**config.mk**
```make
export PLATFORM = sky130hd
export DESIGN_NAME = char_write_arbiter
export DESIGN_NICKNAME = d
export VERILOG_FILES = /design/src/rtl/display_defs.sv /design/src/rtl/typer_hold_reg.sv /design/src/rtl/char_write_arbiter.sv
export SDC_FILE = /design/constraint.sdc
export NUM_CORES = 1
export LEC_CHECK = 0
export CAP_MARGIN = 20
export CELL_PAD_IN_SITES_DETAIL_PLACEMENT = 1
export CELL_PAD_IN_SITES_GLOBAL_PLACEMENT = 2
export CORE_UTILIZATION = 31
export DETAILED_ROUTE_END_ITERATION = 8
export PLACE_DENSITY_LB_ADDON = 0.1
export SYNTH_ARGS = -nofsm -noshare
export SYNTH_HDL_FRONTEND = slang
export SYNTH_SLANG_ARGS = --single-unit
```
**constraint.sdc**
```tcl
create_clock -name clock -period 2.4 [get_ports clock]
set_input_delay 0.48 -clock clock [delete_from_list [all_inputs] [get_ports clock]]
set_output_delay 0.48 -clock clock [all_outputs]
set_load 0.02 [all_outputs]
```
**src/rtl/display_defs.sv**
```systemverilog
// Shared definitions for the VGA character-write path: field widths,
// requester identities and the write sequencer state encoding.
package display_defs;

  localparam int ROW_W_DEFAULT  = 8;
  localparam int COL_W_DEFAULT  = 8;
  localparam int CHAR_W_DEFAULT = 8;

  localparam logic OWNER_TYPER = 1'b0;
  localparam logic OWNER_CPU   = 1'b1;

  typedef enum logic [1:0] {
    IDLE  = 2'd0,
    ISSUE = 2'd1,
    WAIT  = 2'd2
  } wr_state_t;

endpackage

```
**src/rtl/typer_hold_reg.sv**
```systemverilog
// One-entry holding register for fire-and-forget typer pulses, with a
// saturating count of pulses that arrived while the entry was occupied.
module typer_hold_reg
  import display_defs::*;
#(
  parameter int ROW_W  = ROW_W_DEFAULT,
  parameter int COL_W  = COL_W_DEFAULT,
  parameter int CHAR_W = CHAR_W_DEFAULT
) (
  input  logic              clock,
  input  logic              resetn,
  input  logic              typ_start,
  input  logic [ROW_W-1:0]  typ_row,
  input  logic [COL_W-1:0]  typ_col,
  input  logic [CHAR_W-1:0] typ_char,
  input  logic              grant,
  output logic              pending,
  output logic [ROW_W-1:0]  hold_row,
  output logic [COL_W-1:0]  hold_col,
  output logic [CHAR_W-1:0] hold_char,
  output logic [7:0]        drop_count
);

  logic              pending_reg;
  logic [ROW_W-1:0]  row_reg;
  logic [COL_W-1:0]  col_reg;
  logic [CHAR_W-1:0] char_reg;
  logic [7:0]        drop_reg;
  logic              capture;

  // A grant frees the entry in the same cycle, so a simultaneous pulse refills it.
  assign capture = typ_start && (!pending_reg || grant);

  always_ff @(posedge clock or negedge resetn) begin
    if (!resetn) begin
      pending_reg <= 1'b0;
      row_reg     <= '0;
      col_reg     <= '0;
      char_reg    <= '0;
      drop_reg    <= 8'd0;
    end else begin
      if (capture) begin
        pending_reg <= 1'b1;
        row_reg     <= typ_row;
        col_reg     <= typ_col;
        char_reg    <= typ_char;
      end else if (grant) begin
        pending_reg <= 1'b0;
      end
      if (typ_start && !capture && drop_reg != 8'hFF) begin
        drop_reg <= drop_reg + 8'd1;
      end
    end
  end

  assign pending    = pending_reg;
  assign hold_row   = row_reg;
  assign hold_col   = col_reg;
  assign hold_char  = char_reg;
  assign drop_count = drop_reg;

endmodule

```
**src/rtl/char_write_arbiter.sv**
```systemverilog
// Round-robin arbiter sharing the character-write engine between the typer
// and the processor. Optional done watchdog: define CHARWR_TIMEOUT_EN.
module char_write_arbiter
  import display_defs::*;
#(
  parameter int ROW_W          = ROW_W_DEFAULT,
  parameter int COL_W          = COL_W_DEFAULT,
  parameter int CHAR_W         = CHAR_W_DEFAULT,
  parameter int TIMEOUT_CYCLES = 1024
) (
  input  logic              clock,
  input  logic              resetn,
  input  logic [ROW_W-1:0]  typ_row,
  input  logic [COL_W-1:0]  typ_col,
  input  logic [CHAR_W-1:0] typ_char,
  input  logic              typ_start,
  output logic              typ_pending,
  input  logic [ROW_W-1:0]  cpu_row,
  input  logic [COL_W-1:0]  cpu_col,
  input  logic [CHAR_W-1:0] cpu_char,
  input  logic              cpu_valid,
  output logic              cpu_ready,
  output logic [ROW_W-1:0]  wr_row,
  output logic [COL_W-1:0]  wr_col,
  output logic [CHAR_W-1:0] wr_char,
  output logic              wr_start,
  input  logic              wr_done,
  output logic              busy,
  output logic              grant_owner,
  output logic [7:0]        drop_count,
  output logic              timeout_flag
);

  wr_state_t         state_reg, state_next;
  logic              last_owner_reg;
  logic              grant_owner_reg;
  logic [ROW_W-1:0]  wr_row_reg;
  logic [COL_W-1:0]  wr_col_reg;
  logic [CHAR_W-1:0] wr_char_reg;

  logic              hold_pending;
  logic [ROW_W-1:0]  hold_row;
  logic [COL_W-1:0]  hold_col;
  logic [CHAR_W-1:0] hold_char;
  logic              grant_typ, grant_cpu;
  logic              timeout_hit;

  typer_hold_reg #(
    .ROW_W  (ROW_W),
    .COL_W  (COL_W),
    .CHAR_W (CHAR_W)
  ) u_hold (
    .clock      (clock),
    .resetn     (resetn),
    .typ_start  (typ_start),
    .typ_row    (typ_row),
    .typ_col    (typ_col),
    .typ_char   (typ_char),
    .grant      (grant_typ),
    .pending    (hold_pending),
    .hold_row   (hold_row),
    .hold_col   (hold_col),
    .hold_char  (hold_char),
    .drop_count (drop_count)
  );

  // Under contention the requester that did not own the previous write wins.
  always_comb begin
    grant_typ = 1'b0;
    grant_cpu = 1'b0;
    if (state_reg == IDLE) begin
      grant_typ = hold_pending && (!cpu_valid || last_owner_reg == OWNER_CPU);
      grant_cpu = cpu_valid && (!hold_pending || last_owner_reg == OWNER_TYPER);
    end
  end

`ifdef CHARWR_TIMEOUT_EN
  localparam int CNT_W = $clog2(TIMEOUT_CYCLES) + 1;

  logic [CNT_W-1:0] wait_cnt_reg;
  logic             timeout_flag_reg;

  assign timeout_hit = (state_reg == WAIT) && !wr_done &&
                       (wait_cnt_reg == CNT_W'(TIMEOUT_CYCLES - 1));

  always_ff @(posedge clock or negedge resetn) begin
    if (!resetn) begin
      wait_cnt_reg     <= '0;
      timeout_flag_reg <= 1'b0;
    end else begin
      if (state_reg == ISSUE) begin
        wait_cnt_reg <= '0;
      end else if (state_reg == WAIT) begin
        wait_cnt_reg <= wait_cnt_reg + 1'b1;
      end
      if (timeout_hit) begin
        timeout_flag_reg <= 1'b1;
      end
    end
  end

  assign timeout_flag = timeout_flag_reg;
`else
  assign timeout_hit  = 1'b0;
  assign timeout_flag = (TIMEOUT_CYCLES < 0);
`endif

  always_comb begin
    state_next = state_reg;
    case (state_reg)
      IDLE:    if (grant_typ || grant_cpu) state_next = ISSUE;
      ISSUE:   state_next = WAIT;
      WAIT:    if (wr_done || timeout_hit) state_next = IDLE;
      default: state_next = IDLE;
    endcase
  end

  always_ff @(posedge clock or negedge resetn) begin
    if (!resetn) begin
      state_reg       <= IDLE;
      last_owner_reg  <= OWNER_CPU;
      grant_owner_reg <= 1'b0;
      wr_row_reg      <= '0;
      wr_col_reg      <= '0;
      wr_char_reg     <= '0;
    end else begin
      state_reg <= state_next;
      if (grant_typ) begin
        last_owner_reg  <= OWNER_TYPER;
        grant_owner_reg <= OWNER_TYPER;
        wr_row_reg      <= hold_row;
        wr_col_reg      <= hold_col;
        wr_char_reg     <= hold_char;
      end else if (grant_cpu) begin
        last_owner_reg  <= OWNER_CPU;
        grant_owner_reg <= OWNER_CPU;
        wr_row_reg      <= cpu_row;
        wr_col_reg      <= cpu_col;
        wr_char_reg     <= cpu_char;
      end
    end
  end

  assign typ_pending = hold_pending;
  assign cpu_ready   = grant_cpu;
  assign wr_start    = (state_reg == ISSUE);
  assign busy        = (state_reg != IDLE);
  assign grant_owner = grant_owner_reg;
  assign wr_row      = wr_row_reg;
  assign wr_col      = wr_col_reg;
  assign wr_char     = wr_char_reg;

endmodule
```
==> impl_table.tex, run 1 <==
\begin{tabular}{lr}
\hline
Metric & Value \\
\hline
\multicolumn{2}{l}{\textbf{Run status}} \\
\quad Result of the run & finished clean \\
\multicolumn{2}{l}{\textbf{Power}} \\
\quad Static leakage & 1.752 nW \\
\quad Worst supply voltage drop on vdd & 525.7 uV \\
\quad Power Density & 1375 nW/um2 \\
\multicolumn{2}{l}{\textbf{Yosys}} \\
\quad Count of different cell masters after synthesis & 36 \\
\quad Gate Count Post-Synth & 218 \\
\quad Top cells by count, synth & 60 x dfrtp\_1, 37 x nor2\_1, 20 x mux2\_4, 16 x a21oi\_1, 13 x mux2i\_1 \\
\quad Number of synthesized flops with an enable pin & 0 \\
\quad Warnings from Yosys & 0 \\
\quad Synth Cell Area & 2686 um2 \\
\quad Net count after synthesis & 272 \\
\quad Fraction of synthesized area in multiplexers & 0.1854 \\
\quad Post-synth ARST share & 1.000 \\
\quad Top cells by area, synth & dfrtp\_1 56\%, mux2\_4 11\%, nor2\_1 5.2\% \\
\quad Simple-gate area share of the yosys netlist & 0.1127 \\
\quad XOR/XNOR share of the synthesized area & 0.009781 \\
\quad Register area share after synthesis & 0.5687 \\
\quad Flip-flop cell with the highest count after synthesis & dfrtp\_1 \\
\quad Main combinational cell family by area after synthesis & multiplexers \\
\quad Synthesized-area fraction occupied by adder cells & 0.004658 \\
\quad Top-area cell type share of the netlist area & 0.5589 \\
\quad Register bit count reported by yosys & 61 \\
\quad Library cell with the highest instance count after synthesis & dfrtp\_1 \\
\quad Top cell type by total area after synthesis & dfrtp\_1 \\
\quad Mapped Avg Cell Area & 12.32 um2 \\
\quad Compound-cell area share of the yosys netlist & 0.07965 \\
\multicolumn{2}{l}{\textbf{STA}} \\
\quad Smallest hold slack & 0.1778 ns \\
\quad Post-layout minimum cycle time & 2.321 ns \\
\quad Unrepaired setup endpoints after global routing & no \\
\quad Setup TNS after final layout & 0 ns \\
\quad Final Slew Violations & 0 \\
\quad F\_max & 0.4308 GHz \\
\quad Fin crit share & 0.9671 \\
\quad Worst slew margin & 0.5656 \\
\quad Worst setup skew after layout & 0.007744 ns \\
\quad Endpoints failing setup & 0 \\
\quad Final hold violation count & 0 \\
\quad Slew at the pin closest to its max-slew limit & 0.6516 ns \\
\multicolumn{2}{l}{\textbf{Worst setup path}} \\
\quad Crit-path max cell delay & 0.61 ns \\
\quad CP most frequent cell & clkdlybuf4s50\_1 \\
\quad Crit path arrival time & 1.84 ns \\
\quad Crit Path Class & primary input to primary output \\
\quad Endpoint kind of the worst setup timing path & primary output \\
\quad Critical Path Fanout Max & 3 \\
\quad Crit-path slowest cell & clkdlybuf4s50\_1 \\
\quad Element type at the critical path start & primary input \\
\quad Ordered cell list for the critical path & clkdlybuf4s50\_1 > nand3\_1 > inv\_1 > clkdlybuf4s50\_1 \\
\quad Worst setup slack for register-to-register paths & 0.81 ns \\
\quad Req. time, crit path & 1.92 ns \\
\multicolumn{2}{l}{\textbf{Drt}} \\
\quad Remaining routing DRC violations & 0 \\
\quad Mean routed wirelength per cell & 15.20 um \\
\quad Vias per cell & 4.660 \\
\quad First-iteration detailed-routing DRC count & 28 \\
\quad Detailed-route via count & 1990 \\
\quad ANT nets after route & 0 \\
\quad DR pass1 iterations & 3 \\
\quad Detailed-route wire length & 6.490 mm \\
\multicolumn{2}{l}{\textbf{GRT}} \\
\quad Antenna violations before repair & 0 \\
\quad Wire length of the first global-routing pass & 10.61 mm \\
\quad Number of global-route vias before repair & 2047 \\
\quad Total global routing track utilization & 0.1567 \\
\quad Final global-route overflow total & 0 \\
\quad Pin count of the biggest net entering global routing & 29 \\
\multicolumn{2}{l}{\textbf{Placement}} \\
\quad Port buffer count & 89 \\
\quad Half-perimeter wire length after placement & 4.569 mm \\
\quad RePlAce Congestion & 0.7030 \\
\multicolumn{2}{l}{\textbf{Clocking}} \\
\quad Clock tree from TritonCTS & done \\
\quad Clock buffers created by TritonCTS & 9 \\
\quad H-tree levels & 3 \\
\quad Number of buffers inserted by hold repair at cts & 0 \\
\quad Number of cells upsized or downsized after cts & 0 \\
\quad Clock sink total & 61 \\
\quad Buffer cell driving the clock tree root & clkbuf\_8 \\
\quad Clock Pin Slew Worst Setup and Hold Paths & 0.07 ns \\
\quad Worst-skew pair later-pin latency & 0.33 ns \\
\quad Setup bufs post-CTS & 0 \\
\quad Clock buffer depth & 2 \\
\multicolumn{2}{l}{\textbf{Finish}} \\
\quad Antenna diode instance count & 0 \\
\quad Number of filler cells placed in the layout & 891 \\
\quad P\&R area growth vs syn & 45.27\% \\
\quad Final design utilization & 0.4702 \\
\quad FF/Latch Area & 1528 um2 \\
\quad Total number of nets in the final design & 371 \\
\quad Layout cells sized above 1 & 0.1863 \\
\quad Footprint of the multi-input gates & 1057 um2 \\
\multicolumn{2}{l}{\textbf{Min path}} \\
\quad HP Class & primary input to asynchronous set/reset pin \\
\multicolumn{2}{l}{\textbf{Floorplan}} \\
\quad Placement Rows & 33 \\
\quad DIE AREA & 9042 um2 \\
\quad Starting density of the core & 0.3237 \\
\quad Die Ht & 95.09 um \\
\quad Count of pins on the block boundary & 91 \\
\quad Placeable core area & 8299 um2 \\
\quad Die Span X & 95.09 um \\
\multicolumn{2}{l}{\textbf{Run}} \\
\quad Number of maximum-capacitance violations & 0 \\
\hline
\end{tabular}
## layout by cell type, fill, tap and decap left out, types with 2 or more instances in the layout
| cell type | Yosys | routed |
|---|---|---|
| xnor2_1 | 2 | 2 |
| nand3_1 | 4 | 4 |
| buf_4 | 2 | 8 |
| clkbuf_1 | 2 | 2 |
| a31oi_1 | 2 | 2 |
| o22ai_1 | 11 | 11 |
| a21o_2 | 2 | 2 |
| nand4_1 | 3 | 3 |
| inv_1 | 2 | 2 |
| and3_1 | 3 | 3 |
| mux2i_1 | 13 | 13 |
| dfrtp_1 | 60 | 60 |
| clkdlybuf4s50_1 | 0 | 88 |
| clkinv_2 | 0 | 2 |
| a21oi_1 | 16 | 16 |
| clkbuf_8 | 0 | 10 |
| mux2_4 | 20 | 20 |
| buf_12 | 2 | 2 |
| nand2_1 | 9 | 9 |
| nor2b_1 | 2 | 2 |
| mux2_2 | 6 | 6 |
| nor2_1 | 37 | 37 |
## through the flow
stage | worst slack (ns) | std cells | power (mW) | area [um2]
after floorplan | 0.7265 | 218 | 3.502 | 2686
after global placement | 0.05922 | 411 | 4.472 | 3710
after detailed placement | 0.05255 | 411 | 4.532 | 3710
after CTS | 0.04486 | 427 | 5.469 | 3902
after global routing | 0.01153 | 427 | 5.750 | 3902
final | 0.07886 | 427 | 5.364 | 3902
## worst paths after layout
| kind | start | endpoint | depth (start not counted) |
|---|---|---|---|
| max | cpu_valid | cpu_ready | 4 |
| min | resetn | wr_char[5]$_DFFE_PN0P_ | 1 |
| max reg2reg | last_owner_reg$_DFFE_PN1P_ | u_hold.hold_col[3]$_DFFE_PN0P_ | 5 |
| min reg2reg | last_owner_reg$_DFFE_PN1P_ | last_owner_reg$_DFFE_PN1P_ | 2 |
| max in group asynchronous | resetn | u_hold.hold_col[3]$_DFFE_PN0P_ | 2 |
| min in group clock | last_owner_reg$_DFFE_PN1P_ | last_owner_reg$_DFFE_PN1P_ | 2 |
## layout make-up
type                       instances  area share
multi-input combinational        144      0.2709
sequential                        61      0.3915
tap                              105     0.03366
clock buffer                      12     0.03719
inverter                           2    0.001924
clock inverter                     4     0.01218
timing repair buffer              99      0.2526
## kinds of logic after synthesis
kind of cell,Yosys count
compound gates,35
simple gates,65
buf+inv,13
other cells,1
mux,39
fa+ha+maj,1
xor+xnor,3
flops,61
## critical path, delay by kind of cell
kind          cells  cell delay [ns]
simple gates      1             0.12
buf+inv           3             1.24
## routing by layer
metal / GRT usage / vias up / part of all wire
met5: 0 / - / 0
met1: 0.2016 / 974 / 0.46
met3: 0.05423 / 6 / 0.059
li1: - / 955 / -
met2: 0.2506 / 55 / 0.48
met4: 0.04167 / 0 / 0.0097
## power breakdown
| group | switching (mW) | internal [mW] |
|---|---|---|
| clock network | 0.392 | 0.505 |
| registers | 0.326 | 1.55 |
| logic | 1.24 | 1.36 |
(Power assumes the default switching activity.)
==> run 2: changes to the inputs <==
--- a/config.mk
+++ b/config.mk
@@ -11,6 +11,7 @@
 export CORE_UTILIZATION = 31
 export DETAILED_ROUTE_END_ITERATION = 8
 export PLACE_DENSITY_LB_ADDON = 0.1
+export RECOVER_POWER = 50
 export SYNTH_ARGS = -nofsm -noshare
 export SYNTH_HDL_FRONTEND = slang
 export SYNTH_SLANG_ARGS = --single-unit
==> run 2 against run 1 <==
Effect of this change:
- the flow now finishes with violations (capacitance limit)
- cell count is the same
- critical path depth is the same
- wire length rose by 0.20%
- setup slack gained 0.0023 ns
- first-iteration DRC count increased by 36%
- non-clock buffer count is the same
- critical endpoint unchanged
- highest routed layer unchanged
- clock skew fell by 0.0012 ns
- via count grew 0.40%
- clock power hardly changed
- sequential share of layout area rose by 0.37 points
- sequential cell count unchanged
- sequential power about the same
==> impl_table.tex, run 2 (synthesized netlist as in run 1, its figures left out) <==
\begin{tabular}{lr}
\hline
Metric & Value \\
\hline
\multicolumn{2}{l}{\textbf{Run status}} \\
\quad Result of the run & finished with violations \\
\quad Violated checks & capacitance limit \\
\multicolumn{2}{l}{\textbf{Clocking}} \\
\quad Worst-skew pair later-pin latency & 0.33 ns (about the same) \\
\quad Clock buffers created by TritonCTS & 9 (unchanged) \\
\quad Number of buffers inserted by hold repair at cts & 0 (unchanged) \\
\quad Clock buffer depth & 2 (unchanged) \\
\quad Clock tree from TritonCTS & done \\
\quad Setup bufs post-CTS & 0 (unchanged) \\
\quad Buffer cell driving the clock tree root & clkbuf\_8 \\
\quad H-tree levels & 3 (unchanged) \\
\quad Clock Pin Slew Worst Setup and Hold Paths & 0.06 ns (about the same) \\
\quad Clock sink total & 61 (unchanged) \\
\quad Number of cells upsized or downsized after cts & 0 (unchanged) \\
\multicolumn{2}{l}{\textbf{STA}} \\
\quad Post-layout minimum cycle time & 2.319 ns (-0.002344 ns) \\
\quad Fin crit share & 0.9662 (-0.0009767) \\
\quad Unrepaired setup endpoints after global routing & no \\
\quad Endpoints failing setup & 0 (unchanged) \\
\quad Slew at the pin closest to its max-slew limit & 1.500 ns (+0.8483 ns) \\
\quad Setup TNS after final layout & 0 ns (unchanged) \\
\quad F\_max & 0.4313 GHz (+0.10\%) \\
\quad Final Worst Setup Slack & 0.08121 ns (+0.002344 ns) \\
\quad Final hold violation count & 0 (unchanged) \\
\quad Worst slew margin & 0.00008001 (-0.5655) \\
\quad Final Slew Violations & 0 (unchanged) \\
\quad Worst setup skew after layout & 0.006543 ns (-0.001202 ns) \\
\multicolumn{2}{l}{\textbf{Drt}} \\
\quad Remaining routing DRC violations & 0 (unchanged) \\
\quad Mean routed wirelength per cell & 15.23 um (+0.20\%) \\
\quad Met3 WL & 395 um (+3.1\%) \\
\quad DR pass1 iterations & 4 (+1) \\
\quad First-iteration detailed-routing DRC count & 38 (+36\%) \\
\quad ANT nets after route & 0 (unchanged) \\
\quad Detailed-route wire length & 6.503 mm (+0.20\%) \\
\quad Met2 Routed Length & 3.111 mm (+0.84\%) \\
\quad Detailed-route via count & 1998 (+0.40\%) \\
\quad Vias per cell & 4.679 (+0.40\%) \\
\quad DRT met1 WL & 2.932 mm (-0.85\%) \\
\quad Top sig layer & met4 \\
\multicolumn{2}{l}{\textbf{Finish}} \\
\quad Layout cells sized above 1 & 0.1677 (-0.01863) \\
\quad Total number of nets in the final design & 371 (unchanged) \\
\quad Most common cell after layout, fill and taps aside & clkdlybuf4s50\_1 \\
\quad Commonest non-fill, non-tap cells in the layout & 88 x clkdlybuf4s50\_1, 60 x dfrtp\_1, 37 x nor2\_1, 20 x mux2\_4, 17 x a21oi\_1 \\
\quad P\&R area growth vs syn & 43.92\% \\
\quad Antenna diode instance count & 0 (unchanged) \\
\multicolumn{2}{l}{\textbf{Floorplan}} \\
\quad Placement Rows & 33 (unchanged) \\
\quad Placeable core area & 8299 um2 (unchanged) \\
\quad Starting density of the core & 0.3237 (unchanged) \\
\quad Die Ht & 95.09 um (unchanged) \\
\quad Count of pins on the block boundary & 91 (unchanged) \\
\quad Die Span X & 95.09 um (unchanged) \\
\quad DIE AREA & 9042 um2 (unchanged) \\
\multicolumn{2}{l}{\textbf{Placement}} \\
\quad Post-placement worst setup slack & 0.05255 ns (unchanged) \\
\quad RePlAce Congestion & 0.7030 (unchanged) \\
\quad Half-perimeter wire length after placement & 4.569 mm (unchanged) \\
\quad Port buffer count & 89 (unchanged) \\
\multicolumn{2}{l}{\textbf{Worst setup path}} \\
\quad Endpoint kind of the worst setup timing path & primary output \\
\quad Ordered cell list for the critical path & clkdlybuf4s50\_1 > nand3\_1 > inv\_1 > clkdlybuf4s50\_1 \\
\quad Endpoint of the worst-slack reg-to-reg timing path & wr\_row[7]\$\_DFFE\_PN0P\_ \\
\quad R2r startpoint & state\_reg[1]\$\_DFFE\_PN0P\_ \\
\quad Crit Path Class & primary input to primary output \\
\quad Element type at the critical path start & primary input \\
\quad CP most frequent cell & clkdlybuf4s50\_1 \\
\quad Worst setup slack for register-to-register paths & 0.47 ns (-0.34 ns) \\
\quad Critical Path Fanout Max & 3 (unchanged) \\
\quad Crit-path slowest cell & clkdlybuf4s50\_1 \\
\quad Reg2Reg Depth & 4 (-1) \\
\quad Crit-path max cell delay & 0.61 ns (about the same) \\
\quad Req. time, crit path & 1.92 ns (about the same) \\
\quad Crit path arrival time & 1.84 ns (about the same) \\
\quad Startpoint of the most critical setup path & cpu\_valid \\
\multicolumn{2}{l}{\textbf{Run}} \\
\quad Number of maximum-capacitance violations & 1 (+1) \\
\multicolumn{2}{l}{\textbf{GRT}} \\
\quad Number of global-route vias before repair & 2047 (unchanged) \\
\quad Pin count of the biggest net entering global routing & 29 (unchanged) \\
\quad Wire length of the first global-routing pass & 10.61 mm (unchanged) \\
\quad Total global routing track utilization & 0.1567 (unchanged) \\
\quad Antenna violations before repair & 0 (unchanged) \\
\quad Final global-route overflow total & 0 (unchanged) \\
\multicolumn{2}{l}{\textbf{Power}} \\
\quad Static leakage & 1.732 nW (-1.2\%) \\
\quad Worst supply voltage drop on vdd & 525.6 uV (about the same) \\
\quad Power Density & 1380 nW/um2 (+0.40\%) \\
\multicolumn{2}{l}{\textbf{Min path}} \\
\quad Hold Crit Endpoint & last\_owner\_reg\$\_DFFE\_PN1P\_ \\
\quad Cell depth of the worst min-delay path & 2 \\
\quad HP Class & register to register \\
\quad Hold\_sp & last\_owner\_reg\$\_DFFE\_PN1P\_ \\
\hline
\end{tabular}
-- run 2: how the worst max path moves through the flow --
stage / endpoint / slack (ns)
2_1_floorplan: cpu_ready / 0.73
3_3_place_gp: cpu_ready / 0.06
3_5_place_dp: cpu_ready / 0.05
4_1_cts: cpu_ready / 0.04
5_1_grt: cpu_ready / 0.01
6_report: cpu_ready / 0.08
-- run 2: cell type report --
cell class | count | area [um2]
multi-input cells | 144 | 1049
fillers | 897 | 4433
well taps | 105 | 131.4
flip-flops and latches | 61 | 1528
clock inverters | 4 | 47.55
inverters | 2 | 7.507
clock buffers | 12 | 145.1
repair buffers | 99 | 958.4
-- run 2: power breakdown --
group	switching [mW]	leakage, nW	internal [mW]
combinational	1.23	0.932	1.33
sequential	0.325	0.704	1.55
clock	0.392	0.0964	0.505
-- run 2: per-stage QoR --
step	power [mW]	area, um2	util	hold slack [ns]	instances
after floorplan	3.502	2686	-	0.1844	218
after global placement	4.472	3710	0.4470	0.4518	411
after detailed placement	4.532	3710	0.4470	0.4585	411
after CTS	5.469	3902	0.4702	0.1872	427
after global routing	5.723	3866	0.4659	0.4992	427
final	5.336	3866	0.4659	0.4665	427
-- run 2: critical path, delay by kind of cell --
| kind | cells | cell delay, ns |
|---|---|---|
| buffers and inverters | 3 | 1.24 |
| AND/OR/NAND/NOR | 1 | 0.12 |
-- run 2: per-layer routing --
metal / track usage / vias to the layer above
li1: - / 955
met1: 0.2016 / 979
met2: 0.2506 / 58
met3: 0.05423 / 6
met4: 0.04167 / 0
met5: 0 / -
==> run 3: changes to the inputs <==
--- a/config.mk
+++ b/config.mk
@@ -8,6 +8,7 @@
 export CAP_MARGIN = 20
 export CELL_PAD_IN_SITES_DETAIL_PLACEMENT = 1
 export CELL_PAD_IN_SITES_GLOBAL_PLACEMENT = 2
+export CORE_MARGIN = 2
 export CORE_UTILIZATION = 31
 export DETAILED_ROUTE_END_ITERATION = 8
 export PLACE_DENSITY_LB_ADDON = 0.1
==> run 3 against run 2 <==
Effect of this change:
- sequential share of layout area increased by 0.064 points
- cell count decreased by 0.70%
- clock skew increased by 0.0026 ns
- clock power increased by 3.3%
- the flow now finishes without violations
- global-route usage decreased by 0.50 points
- fmax about the same
- design area decreased by 0.16%
- register-to-register slack improved by 0.13 ns
==> impl_table.tex, run 3 (synthesized netlist as in run 1, its figures left out) <==
\begin{tabular}{lr}
\hline
Metric & Value \\
\hline
\multicolumn{2}{l}{\textbf{Min path}} \\
\quad HP Class & primary input to asynchronous set/reset pin \\
\multicolumn{2}{l}{\textbf{Floorplan}} \\
\quad Die Span X & 97.09 um (+2.1\%) \\
\quad DIE AREA & 9426 um2 (+4.3\%) \\
\quad Placeable core area & 8299 um2 (unchanged) \\
\quad Die Ht & 97.09 um (+2.1\%) \\
\quad Starting density of the core & 0.3237 (unchanged) \\
\quad Placement Rows & 33 (unchanged) \\
\quad Count of pins on the block boundary & 91 (unchanged) \\
\multicolumn{2}{l}{\textbf{Clocking}} \\
\quad Clock sink total & 61 (unchanged) \\
\quad H-tree levels & 3 (unchanged) \\
\quad Clock Pin Slew Worst Setup and Hold Paths & 0.07 ns (about the same) \\
\quad Setup bufs post-CTS & 0 (unchanged) \\
\quad Worst-skew pair later-pin latency & 0.33 ns (about the same) \\
\quad Number of buffers inserted by hold repair at cts & 0 (unchanged) \\
\quad Clock tree from TritonCTS & done \\
\quad Clock buffers created by TritonCTS & 9 (unchanged) \\
\quad Number of cells upsized or downsized after cts & 0 (unchanged) \\
\quad Buffer cell driving the clock tree root & clkbuf\_8 \\
\quad Clock buffer depth & 2 (unchanged) \\
\multicolumn{2}{l}{\textbf{Finish}} \\
\quad Total number of nets in the final design & 369 (-0.54\%) \\
\quad Number of filler cells placed in the layout & 909 (+1.3\%) \\
\quad P\&R area growth vs syn & 43.69\% \\
\quad Footprint of the multi-input gates & 1046 um2 (-0.24\%) \\
\quad FF/Latch Area & 1528 um2 (unchanged) \\
\quad Most common cell after layout, fill and taps aside & clkdlybuf4s50\_1 \\
\quad Antenna diode instance count & 0 (unchanged) \\
\quad Final non-filler cell total & 424 (-0.70\%) \\
\quad Commonest non-fill, non-tap cells in the layout & 88 x clkdlybuf4s50\_1, 60 x dfrtp\_1, 37 x nor2\_1, 20 x mux2\_4, 17 x a21oi\_1 \\
\quad Layout cells sized above 1 & 0.1693 (+0.001577) \\
\multicolumn{2}{l}{\textbf{Drt}} \\
\quad Vias per cell & 4.733 (+1.2\%) \\
\quad DR pass1 iterations & 4 (unchanged) \\
\quad Detailed-route wire length & 6.772 mm (+4.1\%) \\
\quad Detailed-route via count & 2007 (+0.45\%) \\
\quad Mean routed wirelength per cell & 15.97 um (+4.9\%) \\
\quad First-iteration detailed-routing DRC count & 37 (-2.6\%) \\
\quad ANT nets after route & 0 (unchanged) \\
\quad Remaining routing DRC violations & 0 (unchanged) \\
\multicolumn{2}{l}{\textbf{STA}} \\
\quad Worst slew margin & 0.1374 (+0.1373) \\
\quad Worst setup skew after layout & 0.009130 ns (+0.002588 ns) \\
\quad Slew at the pin closest to its max-slew limit & 1.294 ns (-0.2060 ns) \\
\quad Unrepaired setup endpoints after global routing & no \\
\quad Setup TNS after final layout & 0 ns (unchanged) \\
\quad Endpoints failing setup & 0 (unchanged) \\
\quad Fin crit share & 0.9652 (about the same) \\
\quad Final Slew Violations & 0 (unchanged) \\
\quad Final hold violation count & 0 (unchanged) \\
\quad Post-layout minimum cycle time & 2.316 ns (-0.002299 ns) \\
\quad F\_max & 0.4317 GHz (about the same) \\
\quad Smallest hold slack & 0.4088 ns (-0.05767 ns) \\
\multicolumn{2}{l}{\textbf{Power}} \\
\quad Power consumption & 5.362 mW (+0.49\%) \\
\quad Power Density & 1389 nW/um2 (+0.66\%) \\
\quad Worst supply voltage drop on vdd & 499.6 uV (-4.9\%) \\
\quad Static leakage & 1.734 nW (+0.12\%) \\
\multicolumn{2}{l}{\textbf{Placement}} \\
\quad Half-perimeter wire length after placement & 4.696 mm (+2.8\%) \\
\quad Port buffer count & 89 (unchanged) \\
\quad Placed insts & 409 (-0.49\%) \\
\quad RePlAce Congestion & 0.7286 (+3.6\%) \\
\multicolumn{2}{l}{\textbf{Run status}} \\
\quad Result of the run & finished clean \\
\multicolumn{2}{l}{\textbf{Worst setup path}} \\
\quad Crit path arrival time & 1.84 ns (about the same) \\
\quad Req. time, crit path & 1.92 ns (about the same) \\
\quad Critical Path Fanout Max & 3 (unchanged) \\
\quad Crit Path Class & primary input to primary output \\
\quad Element type at the critical path start & primary input \\
\quad Endpoint kind of the worst setup timing path & primary output \\
\multicolumn{2}{l}{\textbf{GRT}} \\
\quad Final global-route overflow total & 0 (unchanged) \\
\quad Number of global-route vias before repair & 2233 (+9.1\%) \\
\quad Pin count of the biggest net entering global routing & 30 (+3.4\%) \\
\quad Wire length of the first global-routing pass & 11.40 mm (+7.5\%) \\
\quad Antenna violations before repair & 0 (unchanged) \\
\quad Total global routing track utilization & 0.1518 (-0.004957) \\
\multicolumn{2}{l}{\textbf{Run}} \\
\quad Number of maximum-capacitance violations & 0 (-1) \\
\hline
\end{tabular}
run 3: cell count changes in the layout (fill, tap and decap cells not counted):
cell,previous run,this run
buf_4,5,4
clkbuf_1,6,2
clkbuf_2,1,2
clkbuf_8,10,11
nand2_1,9,10
nand2_2,1,0
run 3: stage by stage:
stage,cell area [um2],setup slack (ns),util
4_1_cts,3906,0.06082,0.4707
2_1_floorplan,2686,0.7265,-
3_5_place_dp,3707,0.07388,0.4467
6_report,3860,0.08351,0.4651
5_1_grt,3860,0.005245,0.4651
3_3_place_gp,3707,0.06595,0.4467
run 3: critical path, cell delays in order:
cell and delay [ns]:
clkdlybuf4s50_1 0.54, nand3_1 0.12, inv_1 0.09, clkdlybuf4s50_1 0.61
run 3: worst paths after layout:
| path | start | to | slack (ns) | depth (start not counted) |
|---|---|---|---|---|
| max | cpu_valid | cpu_ready | 0.08 | 4 |
| min reg2reg | last_owner_reg$_DFFE_PN1P_ | last_owner_reg$_DFFE_PN1P_ | 0.47 | 2 |
| min in group clock | last_owner_reg$_DFFE_PN1P_ | last_owner_reg$_DFFE_PN1P_ | 0.47 | 2 |
| max reg2reg | last_owner_reg$_DFFE_PN1P_ | wr_row[2]$_DFFE_PN0P_ | 0.60 | 5 |
| min | resetn | u_hold.drop_count[5]$_DFFE_PN0P_ | 0.41 | 1 |
| max in group asynchronous | resetn | u_hold.drop_count[2]$_DFFE_PN0P_ | 0.64 | 2 |
run 3: area by class of cell:
type	instances	area share
clock inverters	4	0.01232
inverters	2	0.001945
well taps	105	0.03404
clock buffers	11	0.03922
flip-flops and latches	61	0.3958
multi-input cells	144	0.2710
repair buffers	97	0.2457
run 3: power by group:
part	total, mW	internal (mW)	switching, mW
clock network	0.927	0.527	0.400
registers	1.88	1.55	0.335
logic	2.55	1.32	1.23
total	5.36	3.40	1.96
run 3: metal layers:
metal	vias up	track usage	wire, um
met5	-	0	0
met4	0	0.07692	208
met3	15	0.04173	337
met2	58	0.2340	3102
met1	976	0.1959	3124
li1	958	-	-
